--- src/rtl/tone_synth_nch.sv ---
// rtl/tone_synth_nch.sv - NCH-voice square-wave tone synthesiser with saturated signed mix
// Each voice plays a timed square wave loaded by a valid/ready command, then pulses done.
module tone_synth_nch #(
    parameter int NCH   = 2,
    parameter int DIV_W = 22,
    parameter int DUR_W = 24,
    parameter int AUD_W = 16,
    localparam int CHW  = (NCH > 1) ? $clog2(NCH) : 1
) (
    input  logic                 clk,
    input  logic                 rst,
    input  logic                 cmd_valid,
    output logic                 cmd_ready,
    input  logic [CHW-1:0]       cmd_ch,
    input  logic [DIV_W-1:0]     cmd_div,
    input  logic [DUR_W-1:0]     cmd_dur,
    input  logic [AUD_W-2:0]     cmd_amp,
    input  logic                 stop_all,
    output logic [NCH-1:0]       busy,
    output logic [NCH-1:0]       done,
    output logic                 cmd_err,
    output logic [NCH*AUD_W-1:0] audio_ch,
    output logic [AUD_W-1:0]     audio_mix
);
    localparam int SW = AUD_W + CHW + 1;
    localparam logic signed [SW-1:0] SAT_MAX = {{(CHW+2){1'b0}}, {(AUD_W-1){1'b1}}};
    localparam logic signed [SW-1:0] SAT_MIN = {{(CHW+2){1'b1}}, {(AUD_W-1){1'b0}}};

    typedef enum logic {S_IDLE, S_PLAY} state_e;

    state_e           state_q [NCH];
    state_e           state_d [NCH];
    logic [DIV_W-1:0] div_q   [NCH];
    logic [DIV_W-1:0] div_d   [NCH];
    logic [DIV_W-1:0] phase_q [NCH];
    logic [DIV_W-1:0] phase_d [NCH];
    logic [DUR_W-1:0] dur_q   [NCH];
    logic [DUR_W-1:0] dur_d   [NCH];
    logic [AUD_W-2:0] amp_q   [NCH];
    logic [AUD_W-2:0] amp_d   [NCH];
    logic [NCH-1:0]   pol_q, pol_d;
    logic [NCH-1:0]   done_q, done_d;
    logic             cmd_err_q, cmd_err_d;
    logic [AUD_W-1:0] mix_q, mix_d;

    logic             ch_ok;
    logic             tgt_idle;
    logic             accept;
    logic [AUD_W-1:0] mag;
    logic [AUD_W-1:0] smp;
    logic signed [SW-1:0] sum;

    // Out-of-range channels are always "ready" so a bad command is consumed and flagged.
    always_comb begin
        ch_ok    = 1'b0;
        tgt_idle = 1'b0;
        for (int v = 0; v < NCH; v++) begin
            if (cmd_ch == CHW'(v)) begin
                ch_ok    = 1'b1;
                tgt_idle = (state_q[v] == S_IDLE);
            end
        end
        cmd_ready = !stop_all && (!ch_ok || tgt_idle);
        accept    = cmd_valid && cmd_ready;
    end

    always_comb begin
        cmd_err_d = accept && !ch_ok;
        done_d    = '0;
        pol_d     = pol_q;
        for (int v = 0; v < NCH; v++) begin
            state_d[v] = state_q[v];
            div_d[v]   = div_q[v];
            phase_d[v] = phase_q[v];
            dur_d[v]   = dur_q[v];
            amp_d[v]   = amp_q[v];
            if (stop_all) begin
                state_d[v] = S_IDLE;
                phase_d[v] = '0;
                pol_d[v]   = 1'b0;
            end else if (state_q[v] == S_PLAY) begin
                if (phase_q[v] == div_q[v]) begin
                    phase_d[v] = '0;
                    pol_d[v]   = ~pol_q[v];
                end else begin
                    phase_d[v] = phase_q[v] + 1'b1;
                end
                if (dur_q[v] == '0) begin
                    state_d[v] = S_IDLE;
                    done_d[v]  = 1'b1;
                end else begin
                    dur_d[v] = dur_q[v] - 1'b1;
                end
            end else if (accept && cmd_ch == CHW'(v)) begin
                state_d[v] = S_PLAY;
                div_d[v]   = cmd_div;
                dur_d[v]   = cmd_dur;
                amp_d[v]   = cmd_amp;
                phase_d[v] = '0;
                pol_d[v]   = 1'b0;
            end
        end
    end

    always_comb begin
        audio_ch = '0;
        busy     = '0;
        sum      = '0;
        mag      = '0;
        smp      = '0;
        for (int v = 0; v < NCH; v++) begin
            mag     = {1'b0, amp_q[v]};
            busy[v] = (state_q[v] == S_PLAY);
            if (state_q[v] == S_IDLE) begin
                smp = '0;
            end else if (pol_q[v]) begin
                smp = -mag;
            end else begin
                smp = mag;
            end
            audio_ch[v*AUD_W +: AUD_W] = smp;
            sum = sum + $signed({{(SW-AUD_W){smp[AUD_W-1]}}, smp});
        end
        if (sum > SAT_MAX) begin
            mix_d = {1'b0, {(AUD_W-1){1'b1}}};
        end else if (sum < SAT_MIN) begin
            mix_d = {1'b1, {(AUD_W-1){1'b0}}};
        end else begin
            mix_d = sum[AUD_W-1:0];
        end
    end

    always_ff @(posedge clk) begin
        if (rst) begin
            for (int v = 0; v < NCH; v++) begin
                state_q[v] <= S_IDLE;
                div_q[v]   <= '0;
                phase_q[v] <= '0;
                dur_q[v]   <= '0;
                amp_q[v]   <= '0;
            end
            pol_q     <= '0;
            done_q    <= '0;
            cmd_err_q <= 1'b0;
            mix_q     <= '0;
        end else begin
            for (int v = 0; v < NCH; v++) begin
                state_q[v] <= state_d[v];
                div_q[v]   <= div_d[v];
                phase_q[v] <= phase_d[v];
                dur_q[v]   <= dur_d[v];
                amp_q[v]   <= amp_d[v];
            end
            pol_q     <= pol_d;
            done_q    <= done_d;
            cmd_err_q <= cmd_err_d;
            mix_q     <= mix_d;
        end
    end

    assign done      = done_q;
    assign cmd_err   = cmd_err_q;
    assign audio_mix = mix_q;

endmodule

--- config.mk ---
export PLATFORM = sky130hd
export DESIGN_NAME = tone_synth_nch
export DESIGN_NICKNAME = d
export VERILOG_FILES = /design/src/rtl/tone_synth_nch.sv
export SDC_FILE = /design/constraint.sdc
export NUM_CORES = 1
export LEC_CHECK = 0
export ABC_AREA = 1
export CAP_MARGIN = 20
export CELL_PAD_IN_SITES_DETAIL_PLACEMENT = 1
export CELL_PAD_IN_SITES_GLOBAL_PLACEMENT = 1
export CORE_MARGIN = 4
export CORE_UTILIZATION = 45
export CTS_BUF_LIST = sky130_fd_sc_hd__clkbuf_8
export CTS_CLUSTER_SIZE = 10
export DETAILED_ROUTE_END_ITERATION = 10
export PLACE_DENSITY_LB_ADDON = 0.12
export SLEW_MARGIN = 10
export SYNTH_ARGS = -nofsm -noshare
export SYNTH_HDL_FRONTEND = slang
export SYNTH_SLANG_ARGS = --single-unit
--- constraint.sdc ---
create_clock -name clk -period 4.3 [get_ports clk]
set_input_delay 0.43 -clock clk [delete_from_list [all_inputs] [get_ports clk]]
set_output_delay 0.43 -clock clk [all_outputs]
set_load 0.02 [all_outputs]
Word level (Yosys, flattened, before mapping):

Memories as Yosys holds them, arrays and structs flattened.
Index checks and enable logic that the tools add are counted.

* add/sub/neg operators: 7
* magnitude comparators: 2
* equality and inequality tests: 4
* mux-type cells: 64
* bitwise operators: 15
* reduce and logical (&&, ||, !) cells: 15

Operators by type and width (count)
* 22-bit 2-to-1 mux: 18
* 24-bit 2-to-1 mux: 10
* 15-bit 2-to-1 mux: 9
* 16-bit 2-to-1 mux: 5
* 24-bit logical NOT: 2
* 24-bit by 1-bit subtractor with 24-bit output (second input constant): 2
* 22-bit by 1-bit adder with 22-bit output (second input constant): 2
* 22-bit == test: 2
* 15-bit negation with 16-bit output: 2
* 1-bit 2-to-1 mux: 22
* 16-bit by 16-bit adder with 17-bit output: 1
* 17-bit by 16-bit greater-than comparator with 1-bit output (second input constant): 1
* 17-bit by 16-bit < comparator with 1-bit output (second input constant): 1
* 1-bit OR: 10
* 3-bit OR reduction: 2
* 1-bit inverter: 5
* 1-bit logical AND: 4
* 2-bit by 1-bit inequality test with 1-bit output (second input constant): 2
* 2-bit AND reduction: 2
* 2-bit nonzero test: 2
* 2-bit OR reduction: 2
* 1-bit logical NOT: 1

* bits in registers: 20
* RAM bits: 168
* input port bits: 66
* output and inout bits: 54
* logic and storage cells: 118
* memories: 5

Memory list
* dur_q: depth 2, bits a word 24, read ports 2, clocked after Yosys merged registers in 0, wr ports 2, line 37 `logic [DUR_W-1:0] dur_q [NCH];`
* div_q: depth 2, bits a word 22, read ports 2, clocked after Yosys merged registers in 0, wr ports 2, line 33 `logic [DIV_W-1:0] div_q [NCH];`
* phase_q: depth 2, bits a word 22, read ports 2, clocked after Yosys merged registers in 0, wr ports 2, line 35 `logic [DIV_W-1:0] phase_q [NCH];`
* amp_q: depth 2, bits a word 15, read ports 2, clocked after Yosys merged registers in 0, wr ports 2, line 39 `logic [AUD_W-2:0] amp_q [NCH];`
* state_q: depth 2, bits a word 1, read ports 2, clocked after Yosys merged registers in 0, wr ports 2, line 31 `state_e state_q [NCH];`

Logic depth before layout (Yosys ltp):

An unclocked memory read counts as a cell.

* depth after elaboration: 10
* gate-level depth with buffers: 24
* mapped depth without buffers: 23

Least setup slack after synthesis:

OpenSTA, ideal clock, no wires.

* kind: reg2reg
* start: memory state_q[0][1] in the netlist's numbering
* end: register mix_q[11], in the netlist audio_mix[11]
* library setup time: 0.116 ns
* arrival time: 3.191 ns
* data required time: 4.184 ns
* path slack: 0.993 ns
* cell stages (with the launch flop): 18
* buffers on the path: 4
* period minus slack after synthesis: 3.307 ns
* cell sequence: dfxtp_1 -> clkbuf_1 -> clkbuf_1 -> clkbuf_1 -> o21ai_0 -> a21oi_1 -> ha_1 -> nand2_1 -> nand2_1 -> nand2_1 -> a21oi_1 -> nor2_1 -> nand3_1 -> nand2_1 -> nand2_1 -> buf_2 -> nand3_1 -> nand2_1

RTL lines
* start, declared: line 31
* end signal, assigned: line 157 `mix_q <= mix_d;`
* end, declared: line 44 `logic [AUD_W-1:0] mix_q, mix_d;`

Final worst setup path:

* start: register pol_q[0]
* end: register mix_q[0], in the netlist audio_mix[0]

* cells in the longest elaborated chain, start to end: 6
* elaborated cells between the ends (all ways): 7
* classes of those cells: 1 x add/sub; 2 x order compare; 4 x mux

RTL lines
* start, declared: line 41 `logic [NCH-1:0] pol_q, pol_d;`
* start signal, assigned: line 154 `pol_q <= pol_d;`
* 16-bit 2-to-1 mux *: line 116 `end else if (pol_q[v]) begin`
* 16-bit 2-to-1 mux *: line 114 `if (state_q[v] == S_IDLE) begin`
* 16-bit by 16-bit adder with 17-bit output *: line 122 `sum = sum + $signed({{(SW-AUD_W){smp[AUD_W-1]}}, smp});`
* 17-bit by 16-bit < comparator with 1-bit output: line 126 `end else if (sum < SAT_MIN) begin`
* 16-bit 2-to-1 mux: line 126
* 15-bit 2-to-1 mux *: line 124 `if (sum > SAT_MAX) begin`

Mark *: on every way between the ends. The rest lies on a longest branch, timed or not.
A chain may end at the register's enable or synchronous reset.

==> impl_metrics.json <==
{
  "wl_per_cell_um": 17.28,
  "fmax_mhz": 283.4,
  "grt-ovfl-total": 0,
  "netlist_area_um2": 11660,
  "synth-main-ff-cell": "dfxtp_1",
  "synthXorXnorAreaFrac": 0.03379,
  "post_cts_buffers": 0,
  "finClkSkew_ps": 31.45,
  "fin_hold_ws_ps": 480.9,
  "ys_top_cells_by_area": "dfxtp_1 (32%), nand2_1 (17%), nor2_1 (8.6%)",
  "criticalPathCategory": "flip-flop to flip-flop",
  "synthCells": 1911,
  "cp-start-kind": "flip-flop",
  "clkLatencyLatePin_ps": 490,
  "cp-endpoint": "audio_mix[0]",
  "vdd_drop_max_mv": 0.1835,
  "dr.pass1.iters": 5,
  "maxCapViolCount": 0,
  "powerDensity_nw_per_um2": 280.1,
  "synth_edf_count": 0,
  "worst_slew_pin_slew_ps": 1015,
  "status": "complete, no violations",
  "viasPerCell": 5.470,
  "ys_seq_area_frac": 0.3227,
  "h-tree-depth": 4,
  "die_area_um2": 28560,
  "cts_made_buffers": 17,
  "rr_startpoint": "pol_q[0]",
  "track_usage": 0.2774,
  "critPathMaxFanout": 14,
  "hold_buffers": 0,
  "rows": 58,
  "core-area_um2": 25330,
  "cts_tree": "built",
  "slew_violations": 0,
  "synthSimpleGateAreaFrac": 0.3658,
  "clk_pin_slew_worst_paths_ps": 120,
  "totalWireLength_um": 40240,
  "drt_iter0_markers": 666,
  "initial_core_util": 0.4605,
  "syn_avg_cell_area_um2": 6.103,
  "syn2layout_area_growth_pct": 14.93,
  "critPathRequiredTime_ps": 4720,
  "ff_latch_area_um2": 3766,
  "n_fill_cell": 3588,
  "ctsResizeCount": 0,
  "vias": 12740,
  "port_buffers": 118,
  "dieWidth_um": 169.0,
  "cts.sinks": 188,
  "synth_cell_types": 46,
  "yosysMostFrequentCell": "nand2_1",
  "place_hpwl_um": 30170,
  "synth_fa_ha_area_frac": 0.02532,
  "die_h_um": 169.0,
  "root_buffer": "clkbuf_8",
  "slew_headroom": 0.3218,
  "ios": 120,
  "min_period_ps": 3528,
  "yosys.area.top_type": "dfxtp_1",
  "cts_buffer_depth": 2,
  "hold_violations": 0,
  "synth.top_cell.area_share": 0.3227,
  "multi_input_area_um2": 6815,
  "syn_nets": 2000,
  "grt_pass1_vias": 12840,
  "r2r_end": "audio_mix[0]",
  "finalSetupViolations": 0,
  "antenna_left": 0,
  "fin_crit_sh": 0.8205,
  "synth_warnings": 0,
  "async_flop_share": 0,
  "synth_top_family_by_area": "simple AND/OR/NAND/NOR gates",
  "synthTopCellsByCount": "nand2_1 (540), nor2_1 (266), dfxtp_1 (188), inv_1 (188), a21oi_1 (174)",
  "worst_r2r_path_depth": 15,
  "fin_tns_setup_ps": 0,
  "synthMuxAreaShare": 0,
  "grt_pass1_wl_um": 65000,
  "synth-compound-area-share": 0.1591,
  "antenna_found_initial": 1,
  "place_congestion": 0.8666,
  "antenna_cells": 0,
  "min_path_type": "flip-flop to flip-flop",
  "arrival_ps": 3950,
  "drive_gt1_frac": 0.03802,
  "rsz0062_at_grt": "no",
  "r2r_setup_slack_ps": 770,
  "p_leak_nw": 5.666,
  "drc": 0,
  "grt_max_degree": 70,
  "synth-seq-cells": 188,
  "startpoint": "pol_q[0]",
  "nets": 2075,
  "crit_path_end_kind": "flip-flop"
}
==> cell families (layout without fill, tap and decap cells) <==
| family | after synthesis | after routing |
|---|---|---|
| AO/OA/AOI/OAI | 354 | 354 |
| XOR/XNOR | 45 | 45 |
| adder cells (fa/ha/maj) | 23 | 23 |
| buffers and inverters | 270 | 358 |
| flip-flops | 188 | 188 |
| other | 1 | 1 |
| AND/OR/NAND/NOR | 1030 | 1030 |
==> worst max-delay path, cell delays in order (launching register included) <==
cell	delay, ps
dfxtp_1	620
clkinv_1	410
o21a_1	280
nor3_1	380
ha_1	380
nand2_1	100
nand2_1	80
a21oi_1	130
nand2_1	150
nand2_1	120
nand2_1	60
nand2_1	90
nand2_1	80
nand2_1	340
nand2_1	130
nor2_1	130
==> power breakdown <==
part	internal (mW)	switching, mW
Combinational	0.243	0.460
Clock	0.460	0.746
Sequential	1.80	0.0481
==> per-layer routing <==
metal,routed length [µm],vias to the layer above,share of wire,global-route usage
met3,1656,66,0.041,0.04367
li1,-,6306,-,-
met1,18280,6109,0.45,0.3570
met4,966,2,0.024,0.08575
met2,19320,257,0.48,0.4787
met5,13,-,0.00032,0
==> cell usage in the layout (no fill, tap or decap), types with 3 or more instances in the layout <==
| cell | netlist | routed |
|---|---|---|
| a21oi_1 | 174 | 174 |
| xor2_1 | 37 | 37 |
| dfxtp_1 | 188 | 186 |
| o22ai_1 | 3 | 3 |
| inv_2 | 3 | 4 |
| clkbuf_8 | 0 | 19 |
| nor3_1 | 34 | 34 |
| nor2_2 | 3 | 3 |
| nand3b_1 | 8 | 8 |
| nand3_1 | 122 | 122 |
| and3_1 | 3 | 3 |
| a21oi_2 | 4 | 4 |
| buf_4 | 7 | 14 |
| inv_1 | 188 | 189 |
| inv_6 | 0 | 3 |
| inv_8 | 0 | 4 |
| nor2_1 | 266 | 266 |
| clkdlybuf4s50_1 | 0 | 118 |
| or2_2 | 7 | 7 |
| o21ai_1 | 8 | 8 |
| o21bai_1 | 5 | 5 |
| xnor2_1 | 8 | 8 |
| o21ai_0 | 147 | 147 |
| nand4_1 | 37 | 37 |
| clkinv_4 | 0 | 4 |
| ha_1 | 22 | 22 |
| nand2_1 | 540 | 540 |
==> worst min path at each step <==
stage / from / end / slack [ps] / depth (start not counted)
6_report: div_q[0][37] / div_q[0][37] / 480 / 2
5_1_grt: div_q[0][24] / div_q[0][24] / 510 / 2
4_1_cts: div_q[0][25] / div_q[0][25] / 480 / 2
3_5_place_dp: div_q[0][36] / div_q[0][36] / 470 / 2
3_3_place_gp: dur_q[0][1] / dur_q[0][1] / 460 / 2
2_1_floorplan: dur_q[0][1] / dur_q[0][1] / 440 / 2
==> stage by stage <==
step / setup slack, ps / instance area, µm² / instances / util / power, mW
after floorplan: 992.9 / 11660 / 1911 / - / 2.335
after global placement: 969.8 / 13010 / 2296 / 0.5135 / 2.550
after detailed placement: 805.2 / 13010 / 2296 / 0.5135 / 2.574
after CTS: 761.2 / 13390 / 2328 / 0.5288 / 3.776
after global routing: 248.4 / 13400 / 2329 / 0.5292 / 3.950
final: 771.8 / 13400 / 2329 / 0.5292 / 3.754
==> layout make-up <==
type                       instances  share of cell area
clock buffer                      19             0.01951
clock inverter                    13            0.009428
inverter                         193             0.05405
multi-input combinational       1453              0.5084
sequential                       188              0.2810
tap                              330             0.03080
timing repair buffer             133             0.09680
==> state kept, by name (all words and copies together) (netlist names) <==
name,count
dur_q,48
div_q,44
phase_q,44
amp_q,30
audio_mix,16
done,2
pol_q,2
state_q,2
Note: power is estimated with default switching activity, not from simulation.
